File: src/rtl/en_ctl_multi.sv
// Multi-channel enable controller: start-up hold-off, per-channel OFF/ON/RST machine,
// strobe qualification and sticky drop flags. Optional `EN_CTL_SYNC_EN adds a 2-flop en synchroniser.
module en_ctl_multi #(
   parameter int CH          = 2,
   parameter int STARTUP_CYC = 16,
   parameter int RST_CYC     = 4
) (
   input  logic          clk,
   input  logic          rst,
   input  logic [CH-1:0] en,
   input  logic [CH-1:0] rx_read,
   input  logic [CH-1:0] tx_write,
   input  logic [CH-1:0] drop_clr,
   output logic          ready,
   output logic [CH-1:0] clk_en,
   output logic [CH-1:0] rst_ch,
   output logic [CH-1:0] rx_read_buf,
   output logic [CH-1:0] tx_write_buf,
   output logic [CH-1:0] drop
);

   localparam int CW = $clog2(STARTUP_CYC + 1);
   localparam int TW = (RST_CYC > 1) ? $clog2(RST_CYC) : 1;
   localparam logic [CW-1:0] START_MAX  = CW'(STARTUP_CYC);
   localparam logic [TW-1:0] TIMER_LOAD = TW'(RST_CYC - 1);

   typedef enum logic [1:0] {
      ST_OFF = 2'd0,
      ST_ON  = 2'd1,
      ST_RST = 2'd2
   } state_t;

   logic [CW-1:0] start_cnt_reg;
   logic [CW-1:0] start_cnt_next;
   logic          ready_reg;

   // Saturating hold-off counter; ready is registered alongside it so both change on the same edge.
   always_comb begin
      start_cnt_next = start_cnt_reg;
      if (start_cnt_reg != START_MAX) begin
         start_cnt_next = start_cnt_reg + 1'b1;
      end
   end

   always_ff @(posedge clk or posedge rst) begin
      if (rst) begin
         start_cnt_reg <= '0;
         ready_reg     <= 1'b0;
      end else begin
         start_cnt_reg <= start_cnt_next;
         ready_reg     <= (start_cnt_next == START_MAX);
      end
   end

   assign ready = ready_reg;

   logic [CH-1:0] en_fsm;

`ifdef EN_CTL_SYNC_EN
   logic [CH-1:0] en_meta_reg;
   logic [CH-1:0] en_sync_reg;

   always_ff @(posedge clk or posedge rst) begin
      if (rst) begin
         en_meta_reg <= '0;
         en_sync_reg <= '0;
      end else begin
         en_meta_reg <= en;
         en_sync_reg <= en_meta_reg;
      end
   end

   assign en_fsm = en_sync_reg;
`else
   assign en_fsm = en;
`endif

   genvar gi;
   generate
      for (gi = 0; gi < CH; gi++) begin : g_ch
         state_t        state_reg;
         logic [TW-1:0] timer_reg;
         logic          drop_reg;
         logic          is_on;

         assign is_on = (state_reg == ST_ON);

         always_ff @(posedge clk or posedge rst) begin
            if (rst) begin
               state_reg <= ST_OFF;
               timer_reg <= '0;
            end else begin
               case (state_reg)
                  ST_OFF: begin
                     if (ready_reg && en_fsm[gi]) begin
                        state_reg <= ST_ON;
                     end
                  end
                  ST_ON: begin
                     if (!en_fsm[gi]) begin
                        state_reg <= ST_RST;
                        timer_reg <= TIMER_LOAD;
                     end
                  end
                  ST_RST: begin
                     // en is deliberately ignored until the pulse has run its full width.
                     if (timer_reg == '0) begin
                        state_reg <= ST_OFF;
                     end else begin
                        timer_reg <= timer_reg - 1'b1;
                     end
                  end
                  default: begin
                     state_reg <= ST_OFF;
                  end
               endcase
            end
         end

         // A new drop event takes priority over a clear arriving in the same cycle.
         always_ff @(posedge clk or posedge rst) begin
            if (rst) begin
               drop_reg <= 1'b0;
            end else if ((rx_read[gi] || tx_write[gi]) && !is_on) begin
               drop_reg <= 1'b1;
            end else if (drop_clr[gi]) begin
               drop_reg <= 1'b0;
            end
         end

         assign clk_en[gi]       = is_on;
         assign rst_ch[gi]       = (state_reg == ST_RST) || ((state_reg == ST_OFF) && !ready_reg);
         assign rx_read_buf[gi]  = rx_read[gi] && is_on;
         assign tx_write_buf[gi] = tx_write[gi] && is_on;
         assign drop[gi]         = drop_reg;
      end
   endgenerate

endmodule

File: config.mk
export PLATFORM = sky130hd
export DESIGN_NAME = en_ctl_multi
export DESIGN_NICKNAME = d
export VERILOG_FILES = /design/src/rtl/en_ctl_multi.sv
export SDC_FILE = /design/constraint.sdc
export NUM_CORES = 1
export LEC_CHECK = 0
export ABC_AREA = 1
export CAP_MARGIN = 20
export CORE_MARGIN = 4
export CORE_UTILIZATION = 30
export CTS_BUF_LIST = sky130_fd_sc_hd__clkbuf_4 sky130_fd_sc_hd__clkbuf_8
export DETAILED_ROUTE_END_ITERATION = 8
export PLACE_DENSITY = 0.49
export RECOVER_POWER = 100
export SETUP_SLACK_MARGIN = 0.2
export SYNTH_ARGS = -nofsm -noshare
export SYNTH_HDL_FRONTEND = slang
export SYNTH_SLANG_ARGS = --single-unit
File: constraint.sdc
create_clock -name clk -period 1.7 [get_ports clk]
set_clock_uncertainty 0.1 [all_clocks]
set_input_delay 0.34 -clock clk [delete_from_list [all_inputs] [get_ports clk]]
set_output_delay 0.34 -clock clk [all_outputs]
set_load 0.02 [all_outputs]
==> impl_metrics.env, run 1 <==
export IMPL_status="complete, no violations"
export IMPL_dp_cells=154
export IMPL_maxCapViolCount=0
export IMPL_power_density_nw_per_um2=1200
export IMPL_cpLargestDelayFamily="flip-flops"
export IMPL_ant_nets=0
export IMPL_peakVddDrop_mv=0.605
export IMPL_core_um2=2570
export IMPL_tritoncts="done"
export IMPL_fp_row_count=18
export IMPL_slowest_stage="dfrtp_1"
export IMPL_synth_xor_xnor_area_share=0
export IMPL_synth_warnings=0
export IMPL_crit_end="rx_read_buf[1]"
export IMPL_antenna_cells=0
export IMPL_r2r_start="g_ch[1].state_reg[1]"
export IMPL_power_mw=1.35
export IMPL_cts_buffer_depth=2
export IMPL_cts_hold_buffers=0
export IMPL_cts_inserted_buffers=3
export IMPL_fin_setup_tns_ns=0
export IMPL_grt_pass1_wl_um=2580
export IMPL_hold_class="in2reg"
export IMPL_via_per_inst=4.36
export IMPL_r2r_end="g_ch[1].timer_reg[1]"
export IMPL_path_clk_slew_ns=0.09
export IMPL_cp_slowest_stage_delay_ns=0.36
export IMPL_crit_fanout=5
export IMPL_largest_reg_flops=5
export IMPL_rsz0062_at_grt="yes"
export IMPL_period_needed_ns=1.55
export IMPL_num_vias=694
export IMPL_synth_nets=118
export IMPL_worst_slew_pin_slew_ns=0.824
export IMPL_synth_area_mux_share=0
export IMPL_syn_area_um2=843
export IMPL_clk_latency_ns=0.28
export IMPL_cp_required_ns=1.26
export IMPL_drt_pass1_iter_count=4
export IMPL_crit_path_cell_trace="inv_1, nand2_4, nor2_4, clkbuf_2"
export IMPL_die_y_um=61.0
export IMPL_hpwl_um=1180
export IMPL_grt_usage=0.0942
export IMPL_first_global_vias=634
export IMPL_die_x_um=61.0
export IMPL_worst_r2r_cell_count=6
export IMPL_drt_iter0_markers=15
export IMPL_synth_top_family_by_area="simple AND/OR/NAND/NOR gates"
export IMPL_synth_area_per_cell_um2=8.11
export IMPL_design_die_area_um2=3720
export IMPL_wl_per_cell_um=9.74
export IMPL_yosys_area_share_simple=0.203
export IMPL_final_core_util=0.436
export IMPL_root_buffer="clkbuf_4"
export IMPL_layout_drive_gt1_share=0.225
export IMPL_syn_to_final_growth_pct=32.6
export IMPL_gp_congestion=0.710
export IMPL_io_buffer_count=20
export IMPL_worstSetupPathDepth=4
export IMPL_start_kind="flip-flop"
export IMPL_ys_ff_latch=16
export IMPL_antenna_found_initial=0
export IMPL_path_class="reg2out"
export IMPL_wirelength_um=1550
export IMPL_grt_overflow_total=0
export IMPL_fmax_mhz=647
export IMPL_fin_crit_sh=0.909
export IMPL_ios=21
export IMPL_cp_arrival_ns=1.11
export IMPL_final_cells=159
export IMPL_synth_compound_area_share=0.0979
export IMPL_synthAdderAreaFrac=0.0593
export IMPL_max_slew_margin_rel=0.451
export IMPL_p_leak_nw=0.636
export IMPL_h_tree_depth=1
export IMPL_clkSinkCount=16
export IMPL_synth_cells=104
export IMPL_grt_max_degree=17
export IMPL_fin_nets=145
export IMPL_slew_violations=0
export IMPL_reg2reg_slack_ns=0.29
export IMPL_hold_viol=0
export IMPL_critPathBufInv=2
export IMPL_seq_area_frac_synth=0.475
export IMPL_ys_types=16
export IMPL_setup_violations=0
export IMPL_endpoint_kind="output pin"
export IMPL_drc=0
export IMPL_crit_start="g_ch[1].state_reg[1]"
export IMPL_initial_core_util=0.328
-- metal layers --
metal	vias up	share of wire	global-route usage
met4	0	0.0065	0.0279
met5	-	0	0
li1	361	-	-
met1	317	0.44	0.121
met2	14	0.49	0.142
met3	2	0.068	0.0440
-- timing repair --
item / CTS / global route
resized for setup: 50 / 20
pin swaps: 2 / 4
endpoints found under the setup margin: 11 / 8
setup buffers: 1 / 1
-- worst register-to-register path, cell delays in order (launching register included) --
cell,delay (ns)
dfrtp_1,0.36
inv_1,0.12
nand2_4,0.10
buf_4,0.14
o21ai_0,0.36
nand2_1,0.09
o21ai_1,0.08
-- layout make-up --
type	instances	area, um2
fillers	275	1450
flip-flops and latches	16	403
multi-input cells	55	333
repair buffers	26	214
inverters	29	109
well taps	30	37.5
clock buffers	3	22.5
-- synth_stat cells --
library cell | n | area (um2)
o211a_1 | 2 | 20.0
ha_1 | 4 | 50.1
inv_1 | 28 | 105
nand2_1 | 14 | 52.6
inv_2 | 1 | 3.75
buf_4 | 4 | 30.0
o21ai_1 | 1 | 5.00
o21ai_0 | 4 | 20.0
nor2_1 | 12 | 45.0
dfrtp_1 | 16 | 400
nor3_2 | 1 | 10.0
a21oi_1 | 4 | 20.0
nand2_2 | 5 | 31.3
nand4_1 | 2 | 12.5
nand3_1 | 4 | 20.0
o21ai_2 | 2 | 17.5
-- cell usage in the layout, fill, tap and decap left out --
cell and count:
buf_2 1, inv_2 1, inv_1 28, buf_4 5, nor3_1 1, clkdlybuf4s50_1 6, o21ai_1 1, nand4_1 2
dfrtp_1 14, a21oi_2 1, dlygate4sd2_1 5, nor2_4 4, nand3_1 4, nand2_4 2, a21oi_1 3, clkdlybuf4s15_2 1
dfrtp_2 2, buf_6 2, clkbuf_1 1, o211a_1 2, clkbuf_4 5, nand2_2 2, o21ai_0 6, nand2_1 15
ha_1 4, clkbuf_2 3, nor2_1 8
-- worst min-delay path by stage --
stage	start	to	cells after the start
final	rx_read[0]	g_ch[0].drop_reg	3
after global routing	rx_read[0]	g_ch[0].drop_reg	3
after CTS	rst	start_cnt_reg[0]	3
after detailed placement	g_ch[0].timer_reg[0]	g_ch[0].timer_reg[0]	1
after global placement	g_ch[0].timer_reg[0]	g_ch[0].timer_reg[0]	1
after floorplan	rst	g_ch[0].drop_reg	1
-- through the flow --
stage,setup WS [ns],hold slack (ns),area [um2]
global placement,-0.287,0.363,1080
floorplan,0.390,0.154,843
CTS,0.0296,0.268,1100
global route,0.0750,0.355,1120
detailed placement,-0.311,0.364,1080
finish,0.155,0.349,1120
-- power by group --
group	leakage, nW	switching [mW]	internal [mW]	total, mW
Clock	0.0138	0.113	0.0822	0.196
Sequential	0.185	0.0500	0.476	0.526
Combinational	0.437	0.353	0.274	0.626
Total	0.636	0.516	0.832	1.35
-- cells by family (layout without fill, tap and decap cells) --
family	after synthesis	in the layout
buffers and inverters	33	58
DFF	16	16
AOI/OAI and AO/OA	13	13
and+or+nand+nor	38	38
adders and majority gates	4	4
Note: power is estimated with default switching activity, not from simulation.
==> run 2: changes to the inputs <==
CTS_CLUSTER_DIAMETER = 50   (was unset)
DONT_BUFFER_PORTS = 1   (was unset)
PLACE_DENSITY = 0.4   (was 0.49)
==> run 2 against run 1 <==
Clock-buffer cell count is 1 higher. Global-route usage decreased by 0.11 points. Critical path depth decreased by 1. Combinational power fell by 28%.
==> impl_metrics.env, run 2 (synthesis gave the netlist of run 1 again) <==
export IMPL_drt_pass1_iter_count=4
export IMPL_grt_overflow_total=0
export IMPL_final_cell_mix="inv_1, nand2_1, dfrtp_1, nor2_1, o21ai_0"
export IMPL_antenna_found_initial=0
export IMPL_grt_pass1_wl_um=2540
export IMPL_clk_latency_ns=0.29
export IMPL_initial_core_util=0.328
export IMPL_path_class="reg2out"
export IMPL_tritoncts="done"
export IMPL_cp_arrival_ns=1.12
export IMPL_period_needed_ns=1.56
export IMPL_met3WireLength_um=47
export IMPL_critPathBufInv=1
export IMPL_core_um2=2570
export IMPL_cp_required_ns=1.26
export IMPL_ios=21
export IMPL_endpoint_kind="output pin"
export IMPL_holdWs_ns=0.0485
export IMPL_via_per_inst=4.45
export IMPL_m1WireLength_um=666
export IMPL_cp_slowest_stage_delay_ns=0.37
export IMPL_die_y_um=61.0
export IMPL_crit_start="g_ch[0].state_reg[1]"
export IMPL_drc=0
export IMPL_peakVddDrop_mv=0.490
export IMPL_power_density_nw_per_um2=1340
export IMPL_antenna_cells=0
export IMPL_cpLargestDelayFamily="flip-flops"
export IMPL_max_slew_margin_rel=0.579
export IMPL_ant_nets=0
export IMPL_min_delay_start="drop_clr[1]"
export IMPL_root_buffer="clkbuf_4"
export IMPL_largest_reg_flops=5
export IMPL_maxCapViolCount=0
export IMPL_clkSinkCount=16
export IMPL_fin_nets=124
export IMPL_slowest_stage="dfrtp_1"
export IMPL_worst_slew_pin_slew_ns=0.630
export IMPL_fmax_mhz=641
export IMPL_top_layer_used="met4"
export IMPL_hold_viol=0
export IMPL_syn_to_final_growth_pct=10.5
export IMPL_dr_wl_met2_um=781
export IMPL_first_global_vias=594
export IMPL_crit_fanout=5
export IMPL_grt_max_degree=17
export IMPL_fin_setup_tns_ns=0
export IMPL_start_kind="flip-flop"
export IMPL_setup_violations=0
export IMPL_design_die_area_um2=3720
export IMPL_cts_inserted_buffers=3
export IMPL_wl_per_cell_um=11.0
export IMPL_layout_drive_gt1_share=0.183
export IMPL_cts_buffer_depth=2
export IMPL_fp_row_count=18
export IMPL_layout_commonest_cell="inv_1"
export IMPL_io_buffer_count=0
export IMPL_die_x_um=61.0
export IMPL_slew_violations=0
export IMPL_fin_crit_sh=0.918
export IMPL_grt_usage=0.0930
export IMPL_status="complete, no violations"
export IMPL_hpwl_um=1120
export IMPL_hold_class="in2reg"
export IMPL_h_tree_depth=1
export IMPL_gp_congestion=0.784
export IMPL_power_mw=1.25
export IMPL_num_vias=618
export IMPL_drt_iter0_markers=27
export IMPL_path_clk_slew_ns=0.10
export IMPL_crit_path_cell_trace="inv_1, nand2_4, nor2_2"
export IMPL_p_leak_nw=0.542
export IMPL_wirelength_um=1530
export IMPL_rsz0062_at_grt="yes"
export IMPL_r2r_start="start_cnt_reg[0]"
-- run 2: cell types whose count changed in the layout (fill, tap and decap cells not counted), moves of 3 or more --
| cell | delta |
|---|---|
| clkbuf_2 | -3 |
| clkdlybuf4s50_1 | -6 |
| dlygate4sd2_1 | -5 |
| nor2_2 | +4 |
| nor2_4 | -4 |
-- run 2: layer usage --
| layer | vias up | global-route usage |
|---|---|---|
| li1 | 324 | - |
| met1 | 283 | 0.112 |
| met2 | 7 | 0.142 |
| met3 | 4 | 0.0398 |
| met4 | 0 | 0.0464 |
| met5 | - | 0 |
-- run 2: per-stage QoR --
step	std cells	instance area (um2)	util	setup slack, ns
CTS	138	970	0.378	0.139
detailed placement	132	866	0.337	0.384
global route	139	932	0.363	0.0672
floorplan	104	843	-	0.390
finish	139	932	0.363	0.140
global placement	132	866	0.337	0.394
-- run 2: what timing repair did --
action                                  4_1_cts  5_1_grt
gates resized for setup                      17        2
endpoints found under the setup margin        6        7
hold endpoints to repair                     16        0
buffers inserted                              1        1
pin swaps                                     4        2
hold buffers                                  1        0
-- run 2: path summary, 6_finish.rpt --
path,endpoint,slack (ns),depth (start not counted)
setup / recovery,rx_read_buf[0],0.14,3
hold / removal,g_ch[1].drop_reg,0.05,1
setup reg to reg,ready,0.37,8
hold reg to reg,g_ch[0].timer_reg[0],0.37,1
max in group asynchronous,ready,0.59,2
min in group asynchronous,g_ch[1].timer_reg[1],0.47,2
-- run 2: worst reg2reg max path: stages (launching register included) --
cell and delay, ns:
dfrtp_1 0.43, inv_1 0.10, ha_1 0.14, nand2_1 0.04, inv_1 0.06, nand2_1 0.07, nand2_1 0.10, nand2_2 0.05
nor3_1 0.16
-- run 2: where the power goes --
group	internal (mW)	total, mW	switching (mW)
clock network	0.130	0.258	0.127
registers	0.475	0.542	0.0669
logic	0.162	0.450	0.288
-- run 2: final cells by class --
class	count	area [um2]
fill	287	1640
sequential	16	404
multi-input combinational	55	305
inverter	29	109
timing repair buffer	5	40.0
tap	30	37.5
clock buffer	4	36.3
